==> src/rtl/uart_echo_fifo_if.sv <==
// Handshake bundle between the UART receiver/transmitter and the echo FIFO.
// drop_cnt exists only when UART_ECHO_FIFO_DROPCNT_EN is defined.
interface uart_echo_fifo_if #(
  parameter int DEPTH  = 16,
  parameter int DATA_W = 8
);
  logic                     wr_valid;
  logic [DATA_W-1:0]        wr_data;
  logic                     rd_valid;
  logic [DATA_W-1:0]        rd_data;
  logic                     rd_ready;
  logic                     full;
  logic                     empty;
  logic [$clog2(DEPTH):0]   count;
  logic                     overflow;
  logic                     clr_ovf;
`ifdef UART_ECHO_FIFO_DROPCNT_EN
  logic [7:0]               drop_cnt;
`endif

  modport master (
    output wr_valid, wr_data, rd_ready, clr_ovf,
`ifdef UART_ECHO_FIFO_DROPCNT_EN
    input  drop_cnt,
`endif
    input  rd_valid, rd_data, full, empty, count, overflow
  );

  modport slave (
    input  wr_valid, wr_data, rd_ready, clr_ovf,
`ifdef UART_ECHO_FIFO_DROPCNT_EN
    output drop_cnt,
`endif
    output rd_valid, rd_data, full, empty, count, overflow
  );
endinterface

==> src/rtl/uart_echo_fifo.sv <==
// First-word-fall-through byte FIFO absorbing UART RX bytes while TX is busy.
// Optional saturating drop counter enabled by UART_ECHO_FIFO_DROPCNT_EN.
module uart_echo_fifo #(
  parameter int DEPTH  = 16,
  parameter int DATA_W = 8
) (
  input  logic              clk,
  input  logic              reset_n,
  uart_echo_fifo_if.slave   bus
);
  // state   | meaning (implicit, derived from count)
  // EMPTY   | count == 0, rd_valid low
  // PARTIAL | 0 < count < DEPTH
  // FULL    | count == DEPTH, writes drop unless a read fires
  localparam int AW = $clog2(DEPTH);
  localparam int CW = AW + 1;

  logic [DATA_W-1:0] mem [DEPTH];
  logic [AW-1:0]     wp;
  logic [AW-1:0]     rp;
  logic [CW-1:0]     count_q;
  logic              overflow_q;
  logic              full;
  logic              empty;
  logic              rd_fire;
  logic              wr_acc;
  logic              drop;

  assign full    = (count_q == CW'(DEPTH));
  assign empty   = (count_q == '0);
  assign rd_fire = !empty && bus.rd_ready;
  assign wr_acc  = bus.wr_valid && (!full || rd_fire);
  assign drop    = bus.wr_valid && full && !rd_fire;

  assign bus.full     = full;
  assign bus.empty    = empty;
  assign bus.rd_valid = !empty;
  assign bus.rd_data  = mem[rp];
  assign bus.count    = count_q;
  assign bus.overflow = overflow_q;

  // Storage is intentionally left unreset; pointers alone define validity.
  always_ff @(posedge clk) begin
    if (wr_acc) mem[wp] <= bus.wr_data;
  end

  always_ff @(posedge clk or negedge reset_n) begin
    if (!reset_n) begin
      wp         <= '0;
      rp         <= '0;
      count_q    <= '0;
      overflow_q <= 1'b0;
    end else begin
      if (wr_acc)  wp <= wp + 1'b1;
      if (rd_fire) rp <= rp + 1'b1;
      if (wr_acc && !rd_fire)      count_q <= count_q + 1'b1;
      else if (rd_fire && !wr_acc) count_q <= count_q - 1'b1;
      if (drop)             overflow_q <= 1'b1;
      else if (bus.clr_ovf) overflow_q <= 1'b0;
    end
  end

`ifdef UART_ECHO_FIFO_DROPCNT_EN
  logic [7:0] drop_cnt_q;
  assign bus.drop_cnt = drop_cnt_q;

  always_ff @(posedge clk or negedge reset_n) begin
    if (!reset_n) begin
      drop_cnt_q <= '0;
    end else if (bus.clr_ovf) begin
      drop_cnt_q <= drop ? 8'd1 : 8'd0;
    end else if (drop && drop_cnt_q != 8'hFF) begin
      drop_cnt_q <= drop_cnt_q + 8'd1;
    end
  end
`endif
endmodule

==> src/flat_wrapper.sv <==
// flat-port wrapper written by rule: the top's interface ports become plain ports
module uart_echo_fifo_flat 
#(
  parameter int DEPTH  = 16,
  parameter int DATA_W = 8
)
  (clk, reset_n, bus_wr_valid, bus_wr_data, bus_rd_ready, bus_clr_ovf, bus_rd_valid, bus_rd_data, bus_full, bus_empty, bus_count, bus_overflow);
  uart_echo_fifo_if #(.DEPTH(DEPTH), .DATA_W(DATA_W)) bus_i ();
  input  logic clk;
  input  logic reset_n;
  input wire logic [$bits(bus_i.wr_valid)-1:0] bus_wr_valid;
  input wire logic [$bits(bus_i.wr_data)-1:0] bus_wr_data;
  input wire logic [$bits(bus_i.rd_ready)-1:0] bus_rd_ready;
  input wire logic [$bits(bus_i.clr_ovf)-1:0] bus_clr_ovf;
  output wire logic [$bits(bus_i.rd_valid)-1:0] bus_rd_valid;
  output wire logic [$bits(bus_i.rd_data)-1:0] bus_rd_data;
  output wire logic [$bits(bus_i.full)-1:0] bus_full;
  output wire logic [$bits(bus_i.empty)-1:0] bus_empty;
  output wire logic [$bits(bus_i.count)-1:0] bus_count;
  output wire logic [$bits(bus_i.overflow)-1:0] bus_overflow;
  assign bus_i.wr_valid = bus_wr_valid;
  assign bus_i.wr_data = bus_wr_data;
  assign bus_i.rd_ready = bus_rd_ready;
  assign bus_i.clr_ovf = bus_clr_ovf;
  assign bus_rd_valid = bus_i.rd_valid;
  assign bus_rd_data = bus_i.rd_data;
  assign bus_full = bus_i.full;
  assign bus_empty = bus_i.empty;
  assign bus_count = bus_i.count;
  assign bus_overflow = bus_i.overflow;
  uart_echo_fifo #(.DEPTH(DEPTH), .DATA_W(DATA_W)) u_core (.clk(clk), .reset_n(reset_n), .bus(bus_i));
endmodule
==> config.mk <==
export PLATFORM = sky130hd
export DESIGN_NAME = uart_echo_fifo_flat
export DESIGN_NICKNAME = d
export VERILOG_FILES = /design/src/rtl/uart_echo_fifo_if.sv /design/src/rtl/uart_echo_fifo.sv /design/src/flat_wrapper.sv
export SDC_FILE = /design/constraint.sdc
export NUM_CORES = 1
export LEC_CHECK = 0
export CAP_MARGIN = 25
export CORE_MARGIN = 2
export CORE_UTILIZATION = 55
export DETAILED_ROUTE_END_ITERATION = 16
export PLACE_DENSITY = 0.73
export SETUP_SLACK_MARGIN = 0.4
export SLEW_MARGIN = 20
export SYNTH_ARGS = -nofsm -noshare
export SYNTH_HDL_FRONTEND = slang
export SYNTH_SLANG_ARGS = --single-unit
==> constraint.sdc <==
create_clock -name clk -period 4.17 [get_ports clk]
set_input_delay 0.417 -clock clk [delete_from_list [all_inputs] [get_ports clk]]
set_output_delay 0.417 -clock clk [all_outputs]
set_load 0.01 [all_outputs]
==> results.md, run 1 <==
- Post-route design area: about 6800 um2
- Largest net degree at the start of global routing: 40
- CP Data Arrival Time: approximately 3.0 ns
- DIE AREA: 11,410 um2
- Most Used Layer, Global Route: met2
- Pint: 3.252 mW
- Post-synth cell types: 36
- Vias per cell: between 5 and 6
- Final number of setup-violating endpoints: 0
- Sequential power share: 0.405
- Switching Fraction: 0.3272
- Routability congestion estimate from global placement: 0.8309
- Mean Syn Cell Area: 17.72 um2
- Met3 Use GR: 0.05532
- Setup repair bufs after CTS: 0
- Clk_lat worst skew: 0.51 ns
- Grt met2 use: 0.2975
- TritonCTS clock tree: yes
- # clock sinks: 142
- Max-cap violations: 0
- Die width: 106.8 um
- DP Cell Count: 483
- Comb pwr share: 0.308
- Worst Path Max Fanout: 20
- Yosys top cell by area: edfxtp_1
- Die Span Y: 106.8 um
- Area delta synth->final: 17.55%
- Asr flop ratio synth: 0.09859
- Sw power: 1.582 mW
- GR Overflow Total: 0
- Total GRT Usage: 0.1940
- Synth Instances: 328
- Most common cell in the netlist: edfxtp_1
- First-pass GRT wire length: 16,170 um
- Port bufs: 29
- FF+latch count, synth: 142
- Tcrit/Tclk final: 0.8245
- Worst-margin pin slew: 1.001 ns
- Synth top area cells: edfxtp_1 (66%), mux4_2 (6.2%), dfrtp_1 (6.0%)
- Clock power frac: 0.287
- Worst EP required: 3.75 ns
- Post-Route WL: 10,260 um
- Final cell count without fillers: just over 500
- Clock transition at path regs: approximately 0.070 ns
- Boundary pin count: 30
- Total power: about 4.8 mW
- Vias in the first global route: 2,930
- Post-Syn Area: 5812 um2
- Min cycle time layout: 3.438 ns
- Vias: 2,954
- Register area share after synthesis: 0.7216
- Grt met1 use: 0.2760
- ANT cells: 0
- Routed Antenna Nets: 0
- Layout cells sized above 1: 0.1837
- RSZ-0062 raised after global routing: no
- PwrDens: 707.6 nW/um2
- Yosys top cell area share: 0.6614
- Clk buf depth: 2
- Antenna violations before repair: 0
- Worst min-delay path class: primary input to async pin
- Setup TNS: 0 ns
- Final max-slew violation count: 0
- Ys flop type: edfxtp_1
- Slew HR: 0.3304
- Status: completed
- Nets@finish: 391
- Drc violations: 0
- Cells on worst reg2reg path: 10
- CTS root buf: clkbuf_8
- Syn nets: 351
- P_leak: 2.391 nW
- Drt wl/cell: 19.85 um
- Worst r2r src: u_core.bus.count[3]
- Initial Utilization: 0.5655
- Setup CP Type: flip-flop to output port
- Dpl cell area: 6264 um2
- CP startpoint kind: flip-flop
- VDD IR max: 424.9 uV
- Clk_skew: ~0.0081 ns
- Dpl hpwl: 6716 um
- Row count: 37
- R2r endpoint: u_core.bus.count[4]
- Post-synth EDFFs: 128
- FMAX: 0.2908 GHz
- Core area: around 10,000 um2
- Total CTS buffers: 17
- H-tree levels: 4
- Final Hold Viols: 0
- Hold_buf cts: 0
- Ys Warns: 0
- DR iter-0 viols: 252
- Commonest cells in the synthesized netlist: edfxtp_1 (128), mux2i_1 (33), a221oi_1 (16), mux4_2 (16), nand2_1 (15)
- R2R Setup Slk: 1.24 ns
- CP endpoint kind: output port
- Pre-Repair DR Iteration Count: 5
==> flip-flops by register name (all words and copies together) (netlist names) <==
register / cells
u_core.mem: 128
u_core.bus.overflow: 1
u_core.bus.count: 5
u_core.rp: 4
u_core.wp: 4
==> layer usage <==
layer / wire length (um) / part of all wire
met5: 0 / 0
met4: 68 / 0.0066
met3: 394 / 0.038
met2: 5009 / 0.49
met1: 4789 / 0.47
==> placed cells by master (no fill, tap or decap), types with 2 or more instances in the layout <==
cell type        count
xnor2_1              8
ha_1                 9
o21ai_0             12
xor2_1               2
nor3_1               5
inv_8                5
nor2_1               7
buf_4                6
inv_6                7
inv_1               10
mux4_2              16
a221oi_1            16
nand2_1             15
and2_1               4
mux2_2               2
a21o_1               2
a22oi_1              8
clkbuf_16           16
mux2i_1             33
nor4_2               3
a21oi_1              2
dfrtp_1             13
edfxtp_1           128
clkdlybuf4s50_1     29
clkinv_4             2
==> cell type report <==
cell class / count / area [um2]
Clock buffer: 17 / 414.1
Clock inverter: 15 / 140.1
Fill cell: 698 / 3446
Inverter: 12 / 47.55
Multi-Input combinational cell: 157 / 1496
Sequential cell: 142 / 4195
Tap cell: 136 / 170.2
Timing Repair Buffer: 38 / 367.9
==> through the flow <==
stage          hold WS, ns  setup slack, ns    util
2_1_floorplan       0.1214            1.508       -
3_3_place_gp        0.5109            1.148  0.6094
3_5_place_dp        0.5271            1.100  0.6094
4_1_cts             0.3173           0.5037  0.6634
5_1_grt             0.3642           0.5430  0.6647
6_report            0.3208           0.7316  0.6647
==> logic make-up after synthesis <==
kind of cell	share of synthesized area
AND/OR/NAND/NOR	0.03897
XOR/XNOR	0.01507
multiplexers	0.1227
adder cells (fa/ha/maj)	0.02282
buffers and inverters	0.02433
flip-flops	0.7216
AO/OA/AOI/OAI	0.05447
==> critical path, stage by stage, from the launching register on <==
cell	delay (ns)
dfrtp_1	0.87
nor2b_1	0.10
buf_4	0.24
a221oi_1	0.50
o21ai_0	0.15
nand2_1	0.12
clkdlybuf4s50_1	0.53
==> power by group through the flow <==
stage	Sequential [mW]	Clock, mW	Combinational [mW]
2_1_floorplan	1.85	0	1.09
4_1_cts	1.96	1.41	1.49
3_3_place_gp	1.98	0	1.46
5_1_grt	1.98	1.47	1.64
3_5_place_dp	1.99	0	1.48
6_report	1.96	1.39	1.49
==> what timing repair did <==
| item | CTS | global route |
|---|---|---|
| setup endpoints to repair | 0 | 4 |
| hold endpoints to repair | 0 | 0 |
| resized for setup | 0 | 1 |
==> worst max path at each step <==
stage	start	to	slack (ns)	cells after the start
finish	u_core.rp[1]	bus_rd_data[4]	0.73	6
global route	u_core.rp[1]	bus_rd_data[7]	0.54	6
CTS	u_core.rp[1]	bus_rd_data[0]	0.50	5
detailed placement	u_core.rp[1]	bus_rd_data[0]	1.10	5
global placement	u_core.rp[1]	bus_rd_data[0]	1.15	5
floorplan	u_core.bus.count[3]	u_core.bus.count[4]	1.51	10
Note: power is estimated with default switching activity, not from simulation.
==> run 2, diff against run 1 <==
CORE_UTILIZATION = 54   (was 55)
PLACE_DENSITY = 0.75   (was 0.73)
clock period = 2.9 ns   (was 4.17 ns; I/O delays follow)
==> run 2 against run 1 <==
  * Critical path depth is 3 higher
  * Routed wire length is 29% higher
  * Flip-flop and latch count stayed put
  * Cell count is 7.4% higher
  * Non-clock buffer count is 37 higher
  * Clock power is 55% higher
  * Worst hold slack worse by 0.14 ns
  * Worst setup slack worse by 0.44 ns
  * Utilization is 6.7 points higher
  * Critical endpoint is now bus_rd_data[3]
  * Largest power group is now combinational logic
  * Highest routed layer unchanged
==> results.md, run 2 (synthesized netlist as in run 1, its figures left out) <==
- Tcrit/Tclk final: 0.8984
- Die Span Y: 107.7 um
- Vias per cell: 6.031
- Slew HR: 0.3337
- Clock power frac: 0.259
- Clock transition at path regs: 0.06 ns
- Vias: 3,347
- Total GRT Usage: 0.2461
- Sequential power share: 0.331
- Most flops, register: u_core.mem
- DR iter-0 viols: between 300 and 400
- Layout cells sized above 1: 0.3675
- Worst Path Buf+Inv: 5
- Routed Antenna Nets: 0
- Final max-slew violation count: 0
- Pint: roughly 5.6 mW
- CP startpoint kind: flip-flop
- ANT cells: 0
- Final Hold Viols: 0
- Dpl hpwl: approximately 7100 um
- Drt wl/cell: 23.80 um
- CP endpoint kind: output port
- Core area: ~10,000 um2
- Initial Utilization: 0.5604
- First-pass GRT wire length: 20,040 um
- Final number of setup-violating endpoints: 0
- FMAX: 0.3838 GHz
- Worst-margin pin slew: 0.9912 ns
- Sw power: 2.751 mW
- Area delta synth->final: 30.61%
- Setup CP Type: flip-flop to output port
- Worst Path Max Fanout: 8
- P_leak: 2.695 nW
- H-tree levels: 4
- R2R Setup Slk: 0.34 ns
- Setup TNS: 0 ns
- CP max stage cell: dfrtp_2
- Drc violations: 0
- PwrDens: 1097 nW/um2
- Top sig layer: met4
- DP Cell Count: 488
- Post-Route WL: 13,210 um
- Antenna violations before repair: 0
- DIE AREA: 11,610 um2
- Nets@finish: 429
- Boundary pin count: 30
- Worst EP required: 2.61 ns
- Worst r2r src: u_core.bus.count[3]
- Row count: 37
- Final cell count without fillers: 555
- Worst min-delay path class: primary input to async pin
- Switching Fraction: 0.3302
- R2r endpoint: u_core.bus.count[4]
- Metal-1 WL: 5468 um
- RSZ-0062 raised after global routing: yes
- CTS root buf: clkbuf_8
- CP max stage delay: around 0.45 ns
- Cells on worst reg2reg path: 10
- Vias in the first global route: 3,399
- Max-cap violations: 0
- Cell family with most CP delay: buffers and inverters
- Most frequent cells in the layout: edfxtp_1 (128), mux2i_1 (27), buf_4 (27)
- Die width: 107.7 um
- Met2 routed WL: just under 7000 um
- Most common library cell in the layout ignoring fill and taps: edfxtp_1
- Min cycle time layout: 2.605 ns
- GR Overflow Total: 0
- Pre-Repair DR Iteration Count: 5
- Status: completed
- Comb pwr share: 0.410
- TritonCTS clock tree: yes
- Clk_skew: 0.005498 ns
- Metal3 WL: ~790 um
- Crit-path cells: buf_12 -> buf_12 -> buf_16 -> mux2i_2 -> a221oi_2 -> buf_4 -> a22oi_2 -> nand2_1 -> buf_2
- Routability congestion estimate from global placement: 0.8061
- Clk buf depth: 2
- Max reg flops: 128
- CP Data Arrival Time: about 2.3 ns
- Clk_lat worst skew: between 0.5 and 0.6 ns
- Worst path most repeated cell: buf_12
- VDD IR max: between 500 and 600 uV
- # clock sinks: 142
- Total CTS buffers: 17
- Largest net degree at the start of global routing: 21
- Port bufs: 29
[run 2: power groups by stage]
| stage | clock network (mW) | logic, mW | registers [mW] |
|---|---|---|---|
| finish | 2.16 | 3.42 | 2.75 |
| floorplan | 0 | 1.59 | 2.67 |
| CTS | 2.16 | 3.15 | 2.73 |
| detailed placement | 0 | 2.35 | 2.76 |
| global placement | 0 | 2.29 | 2.74 |
| global route | 2.27 | 3.63 | 2.77 |
[run 2: cell type report]
cell class / instances / area, um2
tap: 136 / 170.2
fill: 607 / 2779
timing repair buffer: 75 / 819.5
clock buffer: 20 / 425.4
sequential: 142 / 4199
multi-input combinational: 158 / 1762
clock inverter: 12 / 161.4
inverter: 12 / 53.80
[run 2: routing by layer]
layer	GRT usage	up-vias
met5	0	-
met3	0.05145	22
met1	0.3336	1716
li1	-	1468
met4	0.09799	0
met2	0.3940	141
[run 2: how the worst max path moves through the flow]
stage	from	slack, ns	depth (start not counted)	end
floorplan	u_core.bus.count[2]	0.40	10	u_core.bus.count[4]
global route	u_core.rp[0]	0.22	9	bus_rd_data[3]
detailed placement	u_core.rp[1]	0.27	6	bus_rd_data[6]
CTS	u_core.rp[0]	0.27	8	bus_rd_data[6]
global placement	u_core.bus.count[2]	0.33	10	u_core.bus.count[4]
finish	u_core.rp[0]	0.29	9	bus_rd_data[3]
[run 2: stage by stage]
| step | setup WS, ns | power [mW] | cell area (um2) | hold slack (ns) | util |
|---|---|---|---|---|---|
| 6_report | 0.2945 | 8.329 | 7591 | 0.1778 | 0.7320 |
| 5_1_grt | 0.2223 | 8.669 | 7591 | 0.2293 | 0.7320 |
| 4_1_cts | 0.2714 | 8.039 | 7468 | 0.1933 | 0.7202 |
| 3_5_place_dp | 0.2684 | 5.102 | 6350 | 0.5313 | 0.6123 |
| 3_3_place_gp | 0.3326 | 5.031 | 6350 | 0.5125 | 0.6123 |
| 2_1_floorplan | 0.4031 | 4.260 | 5854 | -0.005591 | - |
[run 2: repair_timing]
action / 4_1_cts / 5_1_grt
hold buffers: 0 / 0
buffers inserted: 19 / 10
setup endpoints to repair: 11 / 10
resized for setup: 79 / 16
gates cloned: 6 / 0
pin swaps: 22 / 16
